[src/rtl/rob_queue.sv]
// Reorder buffer: circular queue of in-flight ops with CDB write-back, operand lookup,
// in-order commit to register file / store port / branch predictor, and mispredict flush.
module rob_queue #(
  parameter int ENTRY_W = 3,
  parameter int DATA_W  = 32,
  parameter int ADDR_W  = 32,
  parameter int REG_W   = 5,
  parameter int DEPTH   = 1 << ENTRY_W,
  parameter int BUS_W   = 2 + ADDR_W + DATA_W + 1
) (
  input  logic                clk,
  input  logic                rst,
  input  logic                rob_write,
  input  logic [BUS_W-1:0]    rob_bus,
  output logic [ENTRY_W-1:0]  rob_rd_lock,
  output logic                rob_full,
  input  logic                rob_check_rs1,
  input  logic                rob_check_rs2,
  input  logic [ENTRY_W-1:0]  rob_value_entry1,
  input  logic [ENTRY_W-1:0]  rob_value_entry2,
  output logic                rob_value_enable1,
  output logic                rob_value_enable2,
  output logic [DATA_W-1:0]   rob_value1,
  output logic [DATA_W-1:0]   rob_value2,
  input  logic                cdb_valid,
  input  logic [ENTRY_W-1:0]  cdb_entry,
  input  logic [DATA_W-1:0]   cdb_data,
  output logic                reg_commit,
  output logic [REG_W-1:0]    reg_commit_name,
  output logic [ENTRY_W-1:0]  reg_commit_entry,
  output logic [DATA_W-1:0]   reg_commit_data,
  output logic                st_commit,
  output logic [ADDR_W-1:0]   st_addr,
  output logic [DATA_W-1:0]   st_data,
  output logic                bp_update,
  output logic [DATA_W-3:0]   bp_addr,
  output logic                bp_taken,
  output logic                flush,
  output logic [ADDR_W-1:0]   flush_pc
);

  typedef enum logic [1:0] {
    ROB_NONE   = 2'd0,
    ROB_BRANCH = 2'd1,
    ROB_STORE  = 2'd2,
    ROB_NORMAL = 2'd3
  } rob_type_e;

  localparam logic [ENTRY_W:0] FULL_CNT = {1'b1, {ENTRY_W{1'b0}}};

  logic [DEPTH-1:0]   valid_q;
  logic [DEPTH-1:0]   ready_q;
  rob_type_e          type_q [DEPTH];
  logic [ADDR_W-1:0]  addr_q [DEPTH];
  logic [DATA_W-1:0]  data_q [DEPTH];
  logic [ENTRY_W-1:0] head_q, tail_q;
  logic [ENTRY_W:0]   count_q;

  logic               reg_commit_q, st_commit_q, bp_update_q, bp_taken_q, flush_q;
  logic [REG_W-1:0]   reg_commit_name_q;
  logic [ENTRY_W-1:0] reg_commit_entry_q;
  logic [DATA_W-1:0]  reg_commit_data_q, st_data_q;
  logic [ADDR_W-1:0]  st_addr_q, flush_pc_q;
  logic [DATA_W-3:0]  bp_addr_q;

  rob_type_e          bus_type;
  logic [ADDR_W-1:0]  bus_addr;
  logic [DATA_W-1:0]  bus_data;
  logic               bus_ready;

  rob_type_e          head_type;
  logic [ADDR_W-1:0]  head_addr;
  logic [DATA_W-1:0]  head_data;
  logic               commit_now, flush_next, alloc;
  logic               hit1, hit2;

  assign bus_type  = rob_type_e'(rob_bus[BUS_W-1 -: 2]);
  assign bus_addr  = rob_bus[BUS_W-3 -: ADDR_W];
  assign bus_data  = rob_bus[DATA_W:1];
  assign bus_ready = rob_bus[0];

  assign head_type  = type_q[head_q];
  assign head_addr  = addr_q[head_q];
  assign head_data  = data_q[head_q];
  assign commit_now = valid_q[head_q] && ready_q[head_q];
  // Mispredict: predicted (bit 1) disagrees with resolved (bit 0).
  assign flush_next = commit_now && (head_type == ROB_BRANCH) && (head_data[1] != head_data[0]);

  assign rob_full    = (count_q == FULL_CNT);
  assign rob_rd_lock = tail_q;
  assign alloc       = rob_write && !rob_full && !flush_next;

  always_comb begin
    hit1 = cdb_valid && (cdb_entry == rob_value_entry1);
    hit2 = cdb_valid && (cdb_entry == rob_value_entry2);
    rob_value_enable1 = rob_check_rs1 && valid_q[rob_value_entry1] && (ready_q[rob_value_entry1] || hit1);
    rob_value_enable2 = rob_check_rs2 && valid_q[rob_value_entry2] && (ready_q[rob_value_entry2] || hit2);
    rob_value1 = '0;
    rob_value2 = '0;
    if (rob_value_enable1) rob_value1 = hit1 ? cdb_data : data_q[rob_value_entry1];
    if (rob_value_enable2) rob_value2 = hit2 ? cdb_data : data_q[rob_value_entry2];
  end

  always_ff @(posedge clk or negedge rst) begin
    if (!rst) begin
      valid_q <= '0;
      ready_q <= '0;
      for (int unsigned i = 0; i < DEPTH; i++) begin
        type_q[i] <= ROB_NONE;
        addr_q[i] <= '0;
        data_q[i] <= '0;
      end
      head_q  <= '0;
      tail_q  <= '0;
      count_q <= '0;
      reg_commit_q       <= 1'b0;
      reg_commit_name_q  <= '0;
      reg_commit_entry_q <= '0;
      reg_commit_data_q  <= '0;
      st_commit_q        <= 1'b0;
      st_addr_q          <= '0;
      st_data_q          <= '0;
      bp_update_q        <= 1'b0;
      bp_addr_q          <= '0;
      bp_taken_q         <= 1'b0;
      flush_q            <= 1'b0;
      flush_pc_q         <= '0;
    end else begin
      reg_commit_q       <= 1'b0;
      reg_commit_name_q  <= '0;
      reg_commit_entry_q <= '0;
      reg_commit_data_q  <= '0;
      st_commit_q        <= 1'b0;
      st_addr_q          <= '0;
      st_data_q          <= '0;
      bp_update_q        <= 1'b0;
      bp_addr_q          <= '0;
      bp_taken_q         <= 1'b0;
      flush_q            <= 1'b0;
      flush_pc_q         <= '0;

      if (flush_next) begin
        valid_q <= '0;
        head_q  <= '0;
        tail_q  <= '0;
        count_q <= '0;
      end else begin
        if (cdb_valid && valid_q[cdb_entry]) begin
          ready_q[cdb_entry] <= 1'b1;
          if (type_q[cdb_entry] == ROB_BRANCH) data_q[cdb_entry][0] <= cdb_data[0];
          else                                 data_q[cdb_entry]    <= cdb_data;
        end
        // Tail slot is always invalid when allocating, so it never collides with CDB or commit.
        if (alloc) begin
          valid_q[tail_q] <= 1'b1;
          ready_q[tail_q] <= bus_ready;
          type_q[tail_q]  <= bus_type;
          addr_q[tail_q]  <= bus_addr;
          data_q[tail_q]  <= bus_data;
          tail_q          <= tail_q + 1'b1;
        end
        if (commit_now) begin
          valid_q[head_q] <= 1'b0;
          head_q          <= head_q + 1'b1;
        end
        if (alloc && !commit_now)      count_q <= count_q + 1'b1;
        else if (!alloc && commit_now) count_q <= count_q - 1'b1;
      end

      if (commit_now) begin
        unique case (head_type)
          ROB_NORMAL: begin
            reg_commit_q       <= 1'b1;
            reg_commit_name_q  <= head_addr[REG_W-1:0];
            reg_commit_entry_q <= head_q;
            reg_commit_data_q  <= head_data;
          end
          ROB_STORE: begin
            st_commit_q <= 1'b1;
            st_addr_q   <= head_addr;
            st_data_q   <= head_data;
          end
          ROB_BRANCH: begin
            bp_update_q <= 1'b1;
            bp_addr_q   <= head_data[DATA_W-1:2];
            bp_taken_q  <= head_data[0];
            flush_q     <= flush_next;
            flush_pc_q  <= flush_next ? head_addr : '0;
          end
          default: ;
        endcase
      end
    end
  end

  assign reg_commit       = reg_commit_q;
  assign reg_commit_name  = reg_commit_name_q;
  assign reg_commit_entry = reg_commit_entry_q;
  assign reg_commit_data  = reg_commit_data_q;
  assign st_commit        = st_commit_q;
  assign st_addr          = st_addr_q;
  assign st_data          = st_data_q;
  assign bp_update        = bp_update_q;
  assign bp_addr          = bp_addr_q;
  assign bp_taken         = bp_taken_q;
  assign flush            = flush_q;
  assign flush_pc         = flush_pc_q;

endmodule

[config.mk]
export PLATFORM = sky130hd
export DESIGN_NAME = rob_queue
export DESIGN_NICKNAME = d
export VERILOG_FILES = /design/src/rtl/rob_queue.sv
export SDC_FILE = /design/constraint.sdc
export NUM_CORES = 2
export LEC_CHECK = 0
export BUFFER_PORTS_ARGS = -buffer_cell sky130_fd_sc_hd__buf_2
export CORE_AREA = 2 2 359 361
export CTS_BUF_LIST = sky130_fd_sc_hd__clkbuf_8
export CTS_CLUSTER_DIAMETER = 40
export DETAILED_ROUTE_END_ITERATION = 16
export DIE_AREA = 0 0 361 363
export GPL_ROUTABILITY_DRIVEN = 0
export SYNTH_ARGS = -nofsm -noshare
export SYNTH_HDL_FRONTEND = slang
export SYNTH_SLANG_ARGS = --single-unit
[constraint.sdc]
create_clock -name clk -period 3.9 [get_ports clk]
set_clock_uncertainty 0.1 [all_clocks]
set_input_delay 0.585 -clock clk [delete_from_list [all_inputs] [get_ports clk]]
set_output_delay 0.585 -clock clk [all_outputs]
set_load 0.005 [all_outputs]
==> out/qor.log <==
[detailed_routing] number of DRC violations after detailed-routing iteration 0 2,167
[yosys] mapped cell area 37,900 um2
[cts] Inserted Clock Buffers 147
[detailed_routing] remaining number of nets flagged by the antenna check after routing 0
[sta] tightest slew margin relative to the limit 20.8%
[setup_path] sequence of cells on the critical path mux4_2 -> o21ai_0 -> nor2_1 -> o21ai_4 -> buf_12 -> buf_4 -> a211oi_1 -> buf_2
[yosys] count of state elements after synthesis 725
[pwr] Power Dens Cells 781 nW/um2
[die] effective utilization at floorplan 29.8%
[die] Core Rows 131
[cts] number of H-tree branching levels 4
[setup_path] Worst setup SP type flip-flop
[yosys] Mapped Avg Cell Area 12.6 um2
[detailed_routing] overall via count from detail_route 26,900
[detailed_routing] DR DRC count 0
[die] die width 361 um
[job] max-cap violation count 0
[detailed_routing] drt pass-1 iters 5
[placement] Area after DPL 41,700 um2
[setup_path] WP data required 3210 ps
[die] ports placed on the boundary 355
[sta] final number of hold-violating endpoints 0
[finish] most frequent cells in the layout sky130_fd_sc_hd__dfrtp_1 (723), sky130_fd_sc_hd__mux2i_1 (383), sky130_fd_sc_hd__buf_2 (349)
[yosys] count of unique library cells instantiated by Yosys 52
[yosys] flip-flop cell with the highest count after synthesis sky130_fd_sc_hd__dfrtp_1
[cts] insertion delay of the later-clocked pin in the worst-skew pair 870 ps
[sta] part of the cycle the worst path needs 93.9%
[setup_path] critical path endpoint category output pin
[die] height of the die 363 um
[yosys] net count after synthesis 3,131
[setup_path] Critical-path top delay cell sky130_fd_sc_hd__a211oi_1
[yosys] fraction of registers with async set/reset 100%
[sta] RSZ-0062 raised after global routing no
[cts] Reg clk slew, reported paths 50 ps
[grt] total global-route track usage 18.9%
[setup_path] critical path arrival 2980 ps
[die] die area 131,000 um2
[yosys] number of instances in the synthesized netlist 3,013
[setup_path] maximum cell stage delay along the critical path 520 ps
[sta] count of final setup violators 0
[detailed_routing] wire per inst 24.0 um
[cts] buffers from clock root to sink, at most 3
[detailed_routing] drt via density 5.21
[cts] CTS tree built
[finish] share of final-layout standard cells stronger than drive strength 1 35.8%
[detailed_routing] total detailed-routing wirelength 124,000 um
[pwr] overall power of the completed layout 35.7 mW
[outcome] status complete, no violations
[hold_path] Hold Path Class input pin to flip-flop
[finish] area grow syn2layout 20.5%
[finish] commonest non-fill, non-tap cell in the layout sky130_fd_sc_hd__dfrtp_1
[setup_path] largest driver fanout on the critical path 4
[sta] Max Slew Vio Count 0
[grt] pin count of the biggest net entering global routing 104
[cts] clock root buffer sky130_fd_sc_hd__clkbuf_8
[sta] final worst path period need 3660 ps
[placement] post-detailed-placement half-perimeter wirelength 77,300 um
[grt] GRT overflow 0
[finish] Post-layout nets 3,504
[sta] actual transition at the worst max-transition pin 1190 ps
[yosys] share of the yosys chip area belonging to registers 47.9%
[setup_path] path type of the worst setup path flip-flop to output pin
[die] area of the core 127,000 um2
[yosys] count of flip-flops with a built-in enable after synthesis 0
[sta] Max Clk Rate 0.273 GHz
[finish] total non-filler cell area in the finished layout 45,600 um2
[grt] antenna violations before repair 15
[grt] wire length of the first global-routing pass 185,000 um
[grt] via count of the first global-routing pass 27,600
[pwr] Max rail drop VDD 0.524 mV
[cts] number of clock sinks 725
[placement] Port Buffers 354
[yosys] Yosys Warn Count 0
[pwr] leakage power of the design 21.5 nW
path summary, 6_finish.rpt:
path                            cells past startpoint                       to  slack, ps                     from
min in group asynchronous                           2  data_q[208]$_DFFE_PN0P_        260                      rst
worst min-delay path                                3  data_q[160]$_DFFE_PN0P_        130              cdb_data[0]
worst min register to register                      1  addr_q[189]$_DFFE_PN0P_        380  addr_q[189]$_DFFE_PN0P_
worst max-delay path                                8           rob_value2[31]        240   ready_q[3]$_DFFE_PN0P_
max in group asynchronous                           3   addr_q[53]$_DFFE_PN0P_       2260                      rst
worst max register to register                     10   data_q[59]$_DFFE_PN0P_        390    head_q[0]$_DFFE_PN0P_
cell type report:
class / count / area (um2)
sequential: 725 / 18100
inverter: 15 / 61.3
clock buffer: 174 / 2390
multi-input combinational: 1964 / 18300
timing repair buffer: 533 / 3920
antenna: 5 / 12.5
tap: 1662 / 2080
fill: 12200 / 81400
clock inverter: 88 / 764
logic make-up after synthesis:
logic type               after synthesis  synth area share (%)
multiplexers                         928                  34.4
flip-flops                           725                  47.9
AND/OR/NAND/NOR                      632                  7.17
AO/OA/AOI/OAI                        379                  5.76
buffers and inverters                324                  4.13
XOR/XNOR                              21                 0.486
adder cells (fa/ha/maj)                4                 0.132
state kept, by name, summed over array words and instances (netlist names), 3 cells and up:
signal and flops:
reg_commit_name 5, st_data 32, bp_addr 30, data_q 256
count_q 4, addr_q 256, reg_commit_data 32, rob_rd_lock 3
reg_commit_entry 3, ready_q 8, valid_q 8, head_q 3
type_q 16, st_addr 32, flush_pc 32
Yosys cell counts (10+ instances only):
library cell,count,share of area (%)
sky130_fd_sc_hd__nor3_1,10,0.13
sky130_fd_sc_hd__dfrtp_1,725,48
sky130_fd_sc_hd__mux2i_1,383,10
sky130_fd_sc_hd__o21ai_0,15,0.20
sky130_fd_sc_hd__nor2_1,257,2.5
sky130_fd_sc_hd__mux2_1,23,0.68
sky130_fd_sc_hd__mux4_2,272,16
sky130_fd_sc_hd__a211oi_1,75,1.5
sky130_fd_sc_hd__clkbuf_1,176,1.7
sky130_fd_sc_hd__a21oi_1,15,0.20
sky130_fd_sc_hd__xor2_1,11,0.25
sky130_fd_sc_hd__buf_2,50,0.66
sky130_fd_sc_hd__nand2_1,279,2.8
sky130_fd_sc_hd__o21ai_1,242,3.2
sky130_fd_sc_hd__and2_1,30,0.50
sky130_fd_sc_hd__xnor2_1,10,0.23
sky130_fd_sc_hd__buf_8,21,0.83
sky130_fd_sc_hd__buf_1,56,0.56
sky130_fd_sc_hd__inv_1,13,0.13
sky130_fd_sc_hd__mux2_2,250,7.4
critical path, delay by kind of cell (launching register included):
family                 cells  cell delay, ps
AO/OA/AOI/OAI              3             680
buffers and inverters      3             530
flip-flops                 1             450
multiplexers               1             270
AND/OR/NAND/NOR            1             180
per-layer routing:
metal  wire length [um]  GRT usage (%)  part of all wire [%]
met3               9600           4.91                   7.8
met4               3010           5.90                   2.4
met5                 65              0                 0.053
met1              53500           25.2                    43
met2              57600           30.1                    47
repair_timing:
item,in CTS,in global routing
endpoints found under the hold margin,582,0
setup buffers,3,1
gates cloned,0,0
setup endpoints to repair,15,1
resized for setup,1,0
hold buffers,66,0
pin swaps,1,1
power by group:
group          switching [mW]  internal (mW)  leakage, nW  total [mW]
combinational            7.17           7.11         10.7        14.3
clock                    3.67           4.78         1.71        8.45
sequential               2.24           10.7         9.17        12.9
metrics by stage:
stage	instances	hold WS [ps]	TNS, ps	utilization, %	worst slack (ps)
final	5166	133	0	35.9	239
after global routing	5162	99.7	0	35.9	134
after CTS	5160	1.97	-60.0	35.9	-60.0
after detailed placement	4829	371	0	32.9	255
after global placement	4829	364	0	32.9	240
after floorplan	3013	189	0	-	619
Note: power is estimated with default switching activity, not from simulation.
